--- src/rtl/vga_plot_arbiter.sv ---
// Round-robin owner of the vga_adapter plot port, with a built-in full-frame clear sequencer.
// Optional build macro PLOT_CLIP_EN: drop (but still accept) requester beats outside the visible frame.
module vga_plot_arbiter #(
    parameter int H_RES = 160,
    parameter int V_RES = 120,
    parameter int X_W   = 8,
    parameter int Y_W   = 7,
    parameter int C_W   = 3
) (
    input  logic           clock,
    input  logic           reset,
    input  logic           r0_valid,
    input  logic [X_W-1:0] r0_x,
    input  logic [Y_W-1:0] r0_y,
    input  logic [C_W-1:0] r0_colour,
    output logic           r0_ready,
    input  logic           r1_valid,
    input  logic [X_W-1:0] r1_x,
    input  logic [Y_W-1:0] r1_y,
    input  logic [C_W-1:0] r1_colour,
    output logic           r1_ready,
    input  logic           clear_start,
    input  logic [C_W-1:0] clear_colour,
    output logic           clear_busy,
    output logic           clear_done,
    output logic           clipped,
    output logic [X_W-1:0] vga_x,
    output logic [Y_W-1:0] vga_y,
    output logic [C_W-1:0] vga_colour,
    output logic           vga_write
);

    typedef enum logic {
        S_IDLE,
        S_CLEAR
    } state_t;

    state_t         r_state;
    logic           r_last_grant;
    logic [X_W-1:0] r_clr_x;
    logic [Y_W-1:0] r_clr_y;
    logic [C_W-1:0] r_clr_colour;
    logic [X_W-1:0] r_vga_x;
    logic [Y_W-1:0] r_vga_y;
    logic [C_W-1:0] r_vga_colour;
    logic           r_vga_write;
    logic           r_clear_busy;
    logic           r_clear_done;
    logic           r_clipped;

    logic           w_idle;
    logic           w_grant0;
    logic           w_grant1;
    logic           w_grant;
    logic [X_W-1:0] w_sel_x;
    logic [Y_W-1:0] w_sel_y;
    logic [C_W-1:0] w_sel_colour;
    logic           w_in_range;
    logic           w_x_last;
    logic           w_y_last;

    assign w_idle = (r_state == S_IDLE);

    // r_last_grant = 1 means r1 won last, so r0 has priority on a tie.
    assign w_grant0 = w_idle & r0_valid & (~r1_valid | r_last_grant);
    assign w_grant1 = w_idle & r1_valid & ~w_grant0;
    assign w_grant  = w_grant0 | w_grant1;

    assign w_sel_x      = w_grant1 ? r1_x      : r0_x;
    assign w_sel_y      = w_grant1 ? r1_y      : r0_y;
    assign w_sel_colour = w_grant1 ? r1_colour : r0_colour;

`ifdef PLOT_CLIP_EN
    assign w_in_range = (32'(w_sel_x) < H_RES) && (32'(w_sel_y) < V_RES);
`else
    assign w_in_range = 1'b1;
`endif

    assign w_x_last = (r_clr_x == X_W'(H_RES - 1));
    assign w_y_last = (r_clr_y == Y_W'(V_RES - 1));

    assign r0_ready   = w_grant0;
    assign r1_ready   = w_grant1;
    assign clear_busy = r_clear_busy;
    assign clear_done = r_clear_done;
    assign clipped    = r_clipped;
    assign vga_x      = r_vga_x;
    assign vga_y      = r_vga_y;
    assign vga_colour = r_vga_colour;
    assign vga_write  = r_vga_write;

    always_ff @(posedge clock) begin
        if (reset) begin
            r_state      <= S_IDLE;
            r_last_grant <= 1'b1;
            r_clr_x      <= '0;
            r_clr_y      <= '0;
            r_clr_colour <= '0;
            r_vga_x      <= '0;
            r_vga_y      <= '0;
            r_vga_colour <= '0;
            r_vga_write  <= 1'b0;
            r_clear_busy <= 1'b0;
            r_clear_done <= 1'b0;
            r_clipped    <= 1'b0;
        end else begin
            r_vga_write  <= 1'b0;
            r_clear_done <= 1'b0;
            r_clipped    <= 1'b0;
            case (r_state)
                S_IDLE: begin
                    if (w_grant) begin
                        r_last_grant <= w_grant1;
                        if (w_in_range) begin
                            r_vga_x      <= w_sel_x;
                            r_vga_y      <= w_sel_y;
                            r_vga_colour <= w_sel_colour;
                            r_vga_write  <= 1'b1;
                        end else begin
                            r_clipped <= 1'b1;
                        end
                    end
                    if (clear_start) begin
                        r_state      <= S_CLEAR;
                        r_clear_busy <= 1'b1;
                        r_clr_x      <= '0;
                        r_clr_y      <= '0;
                        r_clr_colour <= clear_colour;
                    end
                end
                S_CLEAR: begin
                    r_vga_x      <= r_clr_x;
                    r_vga_y      <= r_clr_y;
                    r_vga_colour <= r_clr_colour;
                    r_vga_write  <= 1'b1;
                    if (w_x_last) begin
                        r_clr_x <= '0;
                        if (w_y_last) begin
                            r_state      <= S_IDLE;
                            r_clear_busy <= 1'b0;
                            r_clear_done <= 1'b1;
                            r_clr_y      <= '0;
                        end else begin
                            r_clr_y <= r_clr_y + 1'b1;
                        end
                    end else begin
                        r_clr_x <= r_clr_x + 1'b1;
                    end
                end
                default: r_state <= S_IDLE;
            endcase
        end
    end

endmodule
--- config.mk ---
export PLATFORM = sky130hd
export DESIGN_NAME = vga_plot_arbiter
export DESIGN_NICKNAME = d
export VERILOG_FILES = /design/src/rtl/vga_plot_arbiter.sv
export SDC_FILE = /design/constraint.sdc
export NUM_CORES = 1
export LEC_CHECK = 0
export BUFFER_PORTS_ARGS = -buffer_cell sky130_fd_sc_hd__buf_2
export CAP_MARGIN = 40
export CORE_MARGIN = 8
export CORE_UTILIZATION = 45
export DETAILED_ROUTE_END_ITERATION = 16
export PLACE_DENSITY = 0.77
export SLEW_MARGIN = 20
export SYNTH_ARGS = -nofsm -noshare
export SYNTH_HDL_FRONTEND = slang
export SYNTH_SLANG_ARGS = --single-unit
--- constraint.sdc ---
create_clock -name clock -period 1.7 [get_ports clock]
set_input_delay 0.255 -clock clock [delete_from_list [all_inputs] [get_ports clock]]
set_output_delay 0.255 -clock clock [all_outputs]
set_load 0.02 [all_outputs]
Yosys cells after proc, flatten, opt, wreduce, memory -nomap -nowiden

Index checks and enable logic that the tools add are counted.

Output and inout port bits: 24
Input port bits: 44
Flip-flop bits (word level): 41

Eq/ne operators: 6
Bitwise operators: 10
Muxes and demuxes: 27
$add $sub $neg: 2
Reductions and logical operators: 5

Operator list:

| kind                  | count |
|---|---|
| $mux W7               | 5 |
| $mux W8               | 4 |
| $pmux W8 S2           | 2 |
| $pmux W7 S2           | 2 |
| $add A8 B1 Y8 const B | 1 |
| $eq A8 B8 Y1 const B  | 1 |
| $mux W1               | 8 |
| $add A7 B1 Y7 const B | 1 |
| $eq A7 B7 Y1 const B  | 1 |
| $mux W3               | 2 |
| $ne A2 B1 Y1 const B  | 3 |
| $pmux W1 S2           | 3 |
| $pmux W3 S2           | 1 |
| $reduce_and A2 Y1     | 3 |
| $and A1 B1 Y1         | 4 |
| $not A1 Y1            | 4 |
| $reduce_and A3 Y1     | 1 |
| $reduce_or A3 Y1      | 1 |
| $ne A2 B2 Y1 const B  | 1 |
| $or A1 B1 Y1          | 2 |

Logic depth before layout (Yosys ltp)

Gate-level depths: netlist (run 1).

Depth in word-level cells: 8
Gate-level depth with buffers: 6
Mapped depth without buffers: 5

Worst setup path after synthesis (run 1)

Ideal clock, no wire load.

Path type: register -> register
Start: register r_clr_x[0]
End: register r_clr_y[5]
Setup slack: 0.122 ns
Cell stages (with the launch flop): 7
Buffers on the path: 1
Arrival time: 1.463 ns
Path through: dfxtp_1 ha_1 and4_1 buf_4 a21oi_4 o31a_1 o21ba_2

Longest elaborated chain between the ends: 3

Ends and longest elaborated chain:

| what                        | RTL line | source |
|---|---|---|
| from (decl)                 | 40       | `logic [X_W-1:0] r_clr_x;` |
| from (signal assigned)      | 147      | `r_clr_x <= r_clr_x + 1'b1;` |
| $eq A8 B8 Y1                | 79       | `assign w_x_last = (r_clr_x == X_W'(H_RES - 1));` |
| $ne A2 B1 Y1 (no line)      | -        |  |
| $reduce_and A2 Y1 (no line) | -        |  |
| to (signal assigned)        | 144      | `r_clr_y <= r_clr_y + 1'b1;` |
| to (decl)                   | 41       | `logic [Y_W-1:0] r_clr_y;` |

Every way passes these cells.
A chain may end at the register's enable or synchronous reset.

Worst setup path after layout (run 1)

Start: register r_clr_x[1]
End: register r_clr_y[6]

The elaborated chain is that of the path after synthesis.

==> reports/metrics.cfg, run 1 <==
[clocking]
clock_latency_ns=0.29
htree_levels=2
post_cts_resized=0
cts-root-buf=clkbuf_8
cts.sinks=41
clk_pin_slew_ns=0.08
cts_buffers=5
post-cts-setup-buffers=0
cts_tree=built
cts.hold.buffers_added=0
clockBufferDepth=2

[yosys]
synthAdderAreaFrac_pct=1.19
ys_ff_latch=41
yosys_warnings=0
synth_top_family_by_area=compound AO/OA/AOI/OAI gates
synthMuxAreaShare_pct=1.91
seq_area_frac_synth_pct=39.1
syn_inst=249
synth_top_cell_area_share_pct=39.1
synthFlopType=dfxtp_1
synth.area.top_cells=dfxtp_1 (39%), a21boi_0 (6.8%), a21oi_1 (6.7%)
synth_edf_count=0
avgSynthCellArea_um2=8.44
synth-simple-area-share_pct=20.8
syn-num-nets=295
syn_area_um2=2100
yosys.area.top_type=dfxtp_1
yosysUniqueCellTypes=45
synthArstFlopShare_pct=0
synthXorXnorAreaFrac_pct=0.834
synth-compound-area-share_pct=30.6

[grt]
grt_overflow_total=0
grt_max_degree=28
first_global_vias=2033
grt_antenna_before_repair=0
grt_pass1_wl_mm=9.38
grt_usage_pct=15.6

[timing]
worst_pin_slew_ns=0.527
setup_viol=0
tns_ns=0
slew_headroom_pct=64.7
skew_ns=0.00287
drv_slew=0
finalHoldViolCount=0
grt_setup_unrepaired=false
worst_slack_ns=0.0702
final.period_utilization_pct=95.9
layout_min_cycle_time_ns=1.63
max_freq_mhz=614

[worst_setup_path]
crit_arrival_ns=1.87
r2r_start=r_clr_x[1]
worst_path_largest_cell_delay_ns=0.34
cp_max_fo=5
r2r_end=r_clr_y[6]
crit_chain=ha_1 -> and4_2 -> buf_4 -> and2_1 -> a311oi_2 -> o21a_1
cp.required_ns=1.94
cp-endpoint=r_clr_y[6]
r2r_cells=6
path_buf_inv=1
start_kind=flop
end_kind=flop
worstSetupPathType=flop to flop
r2r_slack_ns=0.07
crit_family=simple AND/OR/NAND/NOR gates
setup.worst_path.start=r_clr_x[1]
path_depth=6
cp_slowest_cell=dfxtp_1

[power]
internal_power_uw=1650
powerDensity_nw_per_um2=853
switching_share_pct=26.1
seq_power_share_pct=46.7
p_leak_uw=0.00116
p_comb_share_pct=17.5
power_frac_clock_pct=35.8
peakVddDrop_mv=0.407
p_switching_uw=582

[routing]
drcViolationCount=0
antenna_left=0
wl_mm=5.55
wl_per_cell_um=15.1
via_count=2065
vias_per_cell=5.61
first_iter_violations=180
drtPass1Iterations=4

[job]
drv_cap=0

[die]
ios=68
die_area_um2=7110
floorplan.initialDensity_pct=45.7
core-area_um2=4600
dieHeight_um=84.3
rows=25
die_w_um=84.3

[final_layout]
final_common_cell=buf_2
antenna_cells=0
nets=359
final_cell_mix=buf_2 (66), dfxtp_1 (40), a21oi_1 (28)
syn_to_final_growth_pct=24.5
nFillCells=418
final_layout_size_suffix_gt1_share_pct=29.9

[place]
dpl.hpwl_mm=4.19
port_buffers=66
post-place-ws_ns=0.0864
gp_congestion=0.810

[status]
status=complete, no violations

[worst_hold_path]
hold_class=input port to flop

==> registers in the layout, summed over array words and instances (netlist names) <==
| name | cells |
|---|---|
| r_state | 1 |
| r_clr_y | 7 |
| vga_y | 7 |
| vga_x | 8 |
| vga_write | 1 |
| clear_busy | 1 |
| r_clr_colour | 3 |
| vga_colour | 3 |
| clear_done | 1 |
| r_clr_x | 8 |
| r_last_grant | 1 |
==> worst reg2reg max path, cell delays in order (launching register included) <==
cell	delay, ns
dfxtp_1	0.34
ha_1	0.24
and4_2	0.28
buf_4	0.15
and2_1	0.18
a311oi_2	0.24
o21a_1	0.15
==> cell usage after synthesis (all sizes together) (2+ instances only) <==
| master | number |
|---|---|
| o21ai | 23 |
| ha | 2 |
| and2 | 2 |
| dfxtp | 41 |
| nor3b | 3 |
| inv | 4 |
| a21oi | 29 |
| and3 | 20 |
| nor2 | 16 |
| a21o | 2 |
| and4 | 3 |
| nand4b | 2 |
| buf | 9 |
| mux2i | 4 |
| a21boi | 19 |
| or3 | 2 |
| clkbuf | 12 |
| a22oi | 18 |
| nor3 | 4 |
| o21ba | 2 |
| xor2 | 2 |
| nand2 | 6 |
| nand3b | 2 |
| nand3 | 6 |
| nor2b | 3 |
==> cell type report <==
| class | count | area, um2 | share of cell area (%) |
|---|---|---|---|
| multi-input cells | 183 | 1170 | 44.9 |
| clock buffers | 7 | 86.3 | 3.30 |
| flip-flops and latches | 41 | 822 | 31.4 |
| well taps | 54 | 67.6 | 2.58 |
| repair buffers | 78 | 420 | 16.1 |
| inverters | 4 | 15.0 | 0.574 |
| clock inverters | 1 | 30.0 | 1.15 |
==> logic make-up (layout without fill, tap and decap cells) <==
logic type / count (synthesis) / count (layout)
DFF: 41 / 41
buffers and inverters: 25 / 90
and+or+nand+nor: 74 / 74
xor gates and xnor gates: 2 / 2
muxes: 4 / 4
other: 1 / 1
adders and majority gates: 2 / 2
AOI/OAI and AO/OA: 100 / 100
==> power groups by stage <==
stage | Combinational (uW) | Sequential (uW) | Clock [uW]
after floorplan | 209 | 1100 | 0
after global routing | 436 | 1050 | 853
after detailed placement | 389 | 1060 | 0
after global placement | 385 | 1060 | 0
final | 391 | 1040 | 799
after CTS | 392 | 1040 | 806
==> how the worst min path moves through the flow <==
stage                    start               to  slack [ns]  cells past startpoint
3_3_place_gp        clear_busy       clear_busy        0.48                      2
5_1_grt        clear_colour[2]  r_clr_colour[2]        0.22                      3
2_1_floorplan  clear_colour[0]  r_clr_colour[0]        0.40                      2
4_1_cts        clear_colour[2]  r_clr_colour[2]        0.22                      3
6_report       clear_colour[2]  r_clr_colour[2]        0.22                      3
3_5_place_dp        clear_busy       clear_busy        0.48                      2
==> metal layers <==
metal / up-vias / wire, um / track usage (%)
met4: 0 / 85 / 5.49
met2: 78 / 2520 / 24.8
met1: 927 / 2660 / 19.9
li1: 1053 / - / -
met5: - / 0 / 0
met3: 7 / 285 / 3.87
==> stage by stage <==
| stage | power [uW] | cells | hold slack (ns) | util (%) | area (um2) |
|---|---|---|---|---|---|
| 2_1_floorplan | 1310 | 249 | 0.402 | - | 2100 |
| 3_3_place_gp | 1450 | 360 | 0.477 | 54.1 | 2490 |
| 3_5_place_dp | 1450 | 360 | 0.480 | 54.1 | 2490 |
| 4_1_cts | 2240 | 368 | 0.220 | 56.7 | 2610 |
| 5_1_grt | 2340 | 368 | 0.224 | 56.9 | 2620 |
| 6_report | 2230 | 368 | 0.220 | 56.9 | 2620 |
No activity file was read; power rests on OpenSTA's default activity.
==> inputs of run 2 (changes only) <==
--- a/config.mk
+++ b/config.mk
@@ -10,6 +10,7 @@
 export CORE_MARGIN = 8
 export CORE_UTILIZATION = 45
 export DETAILED_ROUTE_END_ITERATION = 16
+export MAX_ROUTING_LAYER = met4
 export PLACE_DENSITY = 0.77
 export SLEW_MARGIN = 20
 export SYNTH_ARGS = -nofsm -noshare
==> reports/metrics.cfg, run 2 (synthesized netlist as in run 1, its figures left out) <==
[die]
dieHeight_um=84.3
rows=25
core-area_um2=4600
ios=68
floorplan.initialDensity_pct=45.7
die_w_um=84.3
die_area_um2=7110

[worst_setup_path]
worstSetupPathType=flop to flop
r2r_start=r_clr_x[1]
cp_slowest_cell=dfxtp_1
crit_chain=ha_1 -> and4_2 -> a21oi_4 -> o31a_1 -> o21ba_2
cp.required_ns=1.89
setup.worst_path.start=r_clr_x[1]
cp_max_fo=10
crit_arrival_ns=1.81
start_kind=flop
end_kind=flop
worst_path_largest_cell_delay_ns=0.39

[grt]
first_global_vias=2035
grt_usage_pct=16.0
grt_max_degree=28
grt_pass1_wl_mm=9.38
grt_antenna_before_repair=0
grt_overflow_total=0

[power]
powerDensity_nw_per_um2=854
p_leak_uw=0.00116
peakVddDrop_mv=0.407

[timing]
grt_setup_unrepaired=false
tns_ns=0
finalHoldViolCount=0
hold_ws_ns=0.219
final.period_utilization_pct=95.6
worst_slack_ns=0.0747
skew_ns=0.00363
worst_pin_slew_ns=0.524
setup_viol=0
slew_headroom_pct=64.9
max_freq_mhz=615
drv_slew=0
layout_min_cycle_time_ns=1.63

[job]
drv_cap=0

[clocking]
cts.sinks=41
clk_pin_slew_ns=0.08
htree_levels=2
clockBufferDepth=2
clock_latency_ns=0.29
post-cts-setup-buffers=0
cts_tree=built
cts_buffers=5
cts-root-buf=clkbuf_8

[status]
status=complete, no violations

[worst_hold_path]
min_from=clear_colour[2]
hold_class=input port to flop

[final_layout]
nets=359
final_common_cell=buf_2
syn_to_final_growth_pct=24.5
antenna_cells=0
final_cell_mix=buf_2 (66), dfxtp_1 (40), a21oi_1 (28)
final_layout_size_suffix_gt1_share_pct=29.9

[place]
gp_congestion=0.822
post-place-ws_ns=0.0864
port_buffers=66
dpl.hpwl_mm=4.19

[routing]
vias_per_cell=5.60
drcViolationCount=0
via_count=2059
first_iter_violations=221
wl_per_cell_um=15.1
drtPass1Iterations=4
wl_mm=5.54
antenna_left=0

[run 2: cell counts in the layout (fill, tap and decap cells not counted)]
Identical to the previous run, type by type.
[run 2: cell type report]
class / instances / area, um2
clock buffer: 7 / 86.3
sequential: 41 / 822
inverter: 4 / 15.0
timing repair buffer: 78 / 420
fill: 418 / 1980
clock inverter: 1 / 30.0
tap: 54 / 67.6
multi-input combinational: 183 / 1170
[run 2: report_power, final]
part	total [uW]	internal, uW	leakage (uW)	switching, uW
Clock	800	479	0.0000585	321
Sequential	1040	1010	0.000336	32.6
Combinational	392	162	0.000761	230
[run 2: per-stage QoR]
step                power [uW]  area [um2]  instances  utilization [%]
floorplan                 1310        2100        249                -
global placement          1450        2490        360             54.1
detailed placement        1450        2490        360             54.1
CTS                       2240        2610        368             56.7
global route              2340        2620        368             56.9
finish                    2230        2620        368             56.9
[run 2: worst max-delay path: cells and delay by family, from the launching register on]
kind | cells | cell delay, ns
and+or+nand+nor | 1 | 0.29
DFF | 1 | 0.39
AOI/OAI and AO/OA | 3 | 0.60
adders and majority gates | 1 | 0.24
[run 2: path summary, 6_finish.rpt]
path                     endpoint  slack, ns  depth (start not counted)
hold / removal    r_clr_colour[2]       0.22                          3
setup / recovery       r_clr_y[5]       0.07                          5
setup reg to reg       r_clr_y[5]       0.07                          5
hold reg to reg        clear_busy       0.49                          2
[run 2: timing repair]
action / CTS / global route
hold buffers: 0 / 0
gates resized for setup: 0 / 4
setup endpoints to repair: 0 / 5
[run 2: per-layer routing]
metal	vias to the layer above	routed length, um	track usage [%]
li1	1050	-	-
met1	930	2670	20.1
met2	72	2510	24.9
met3	7	284	3.39
met4	0	85	5.49
met5	-	0	-
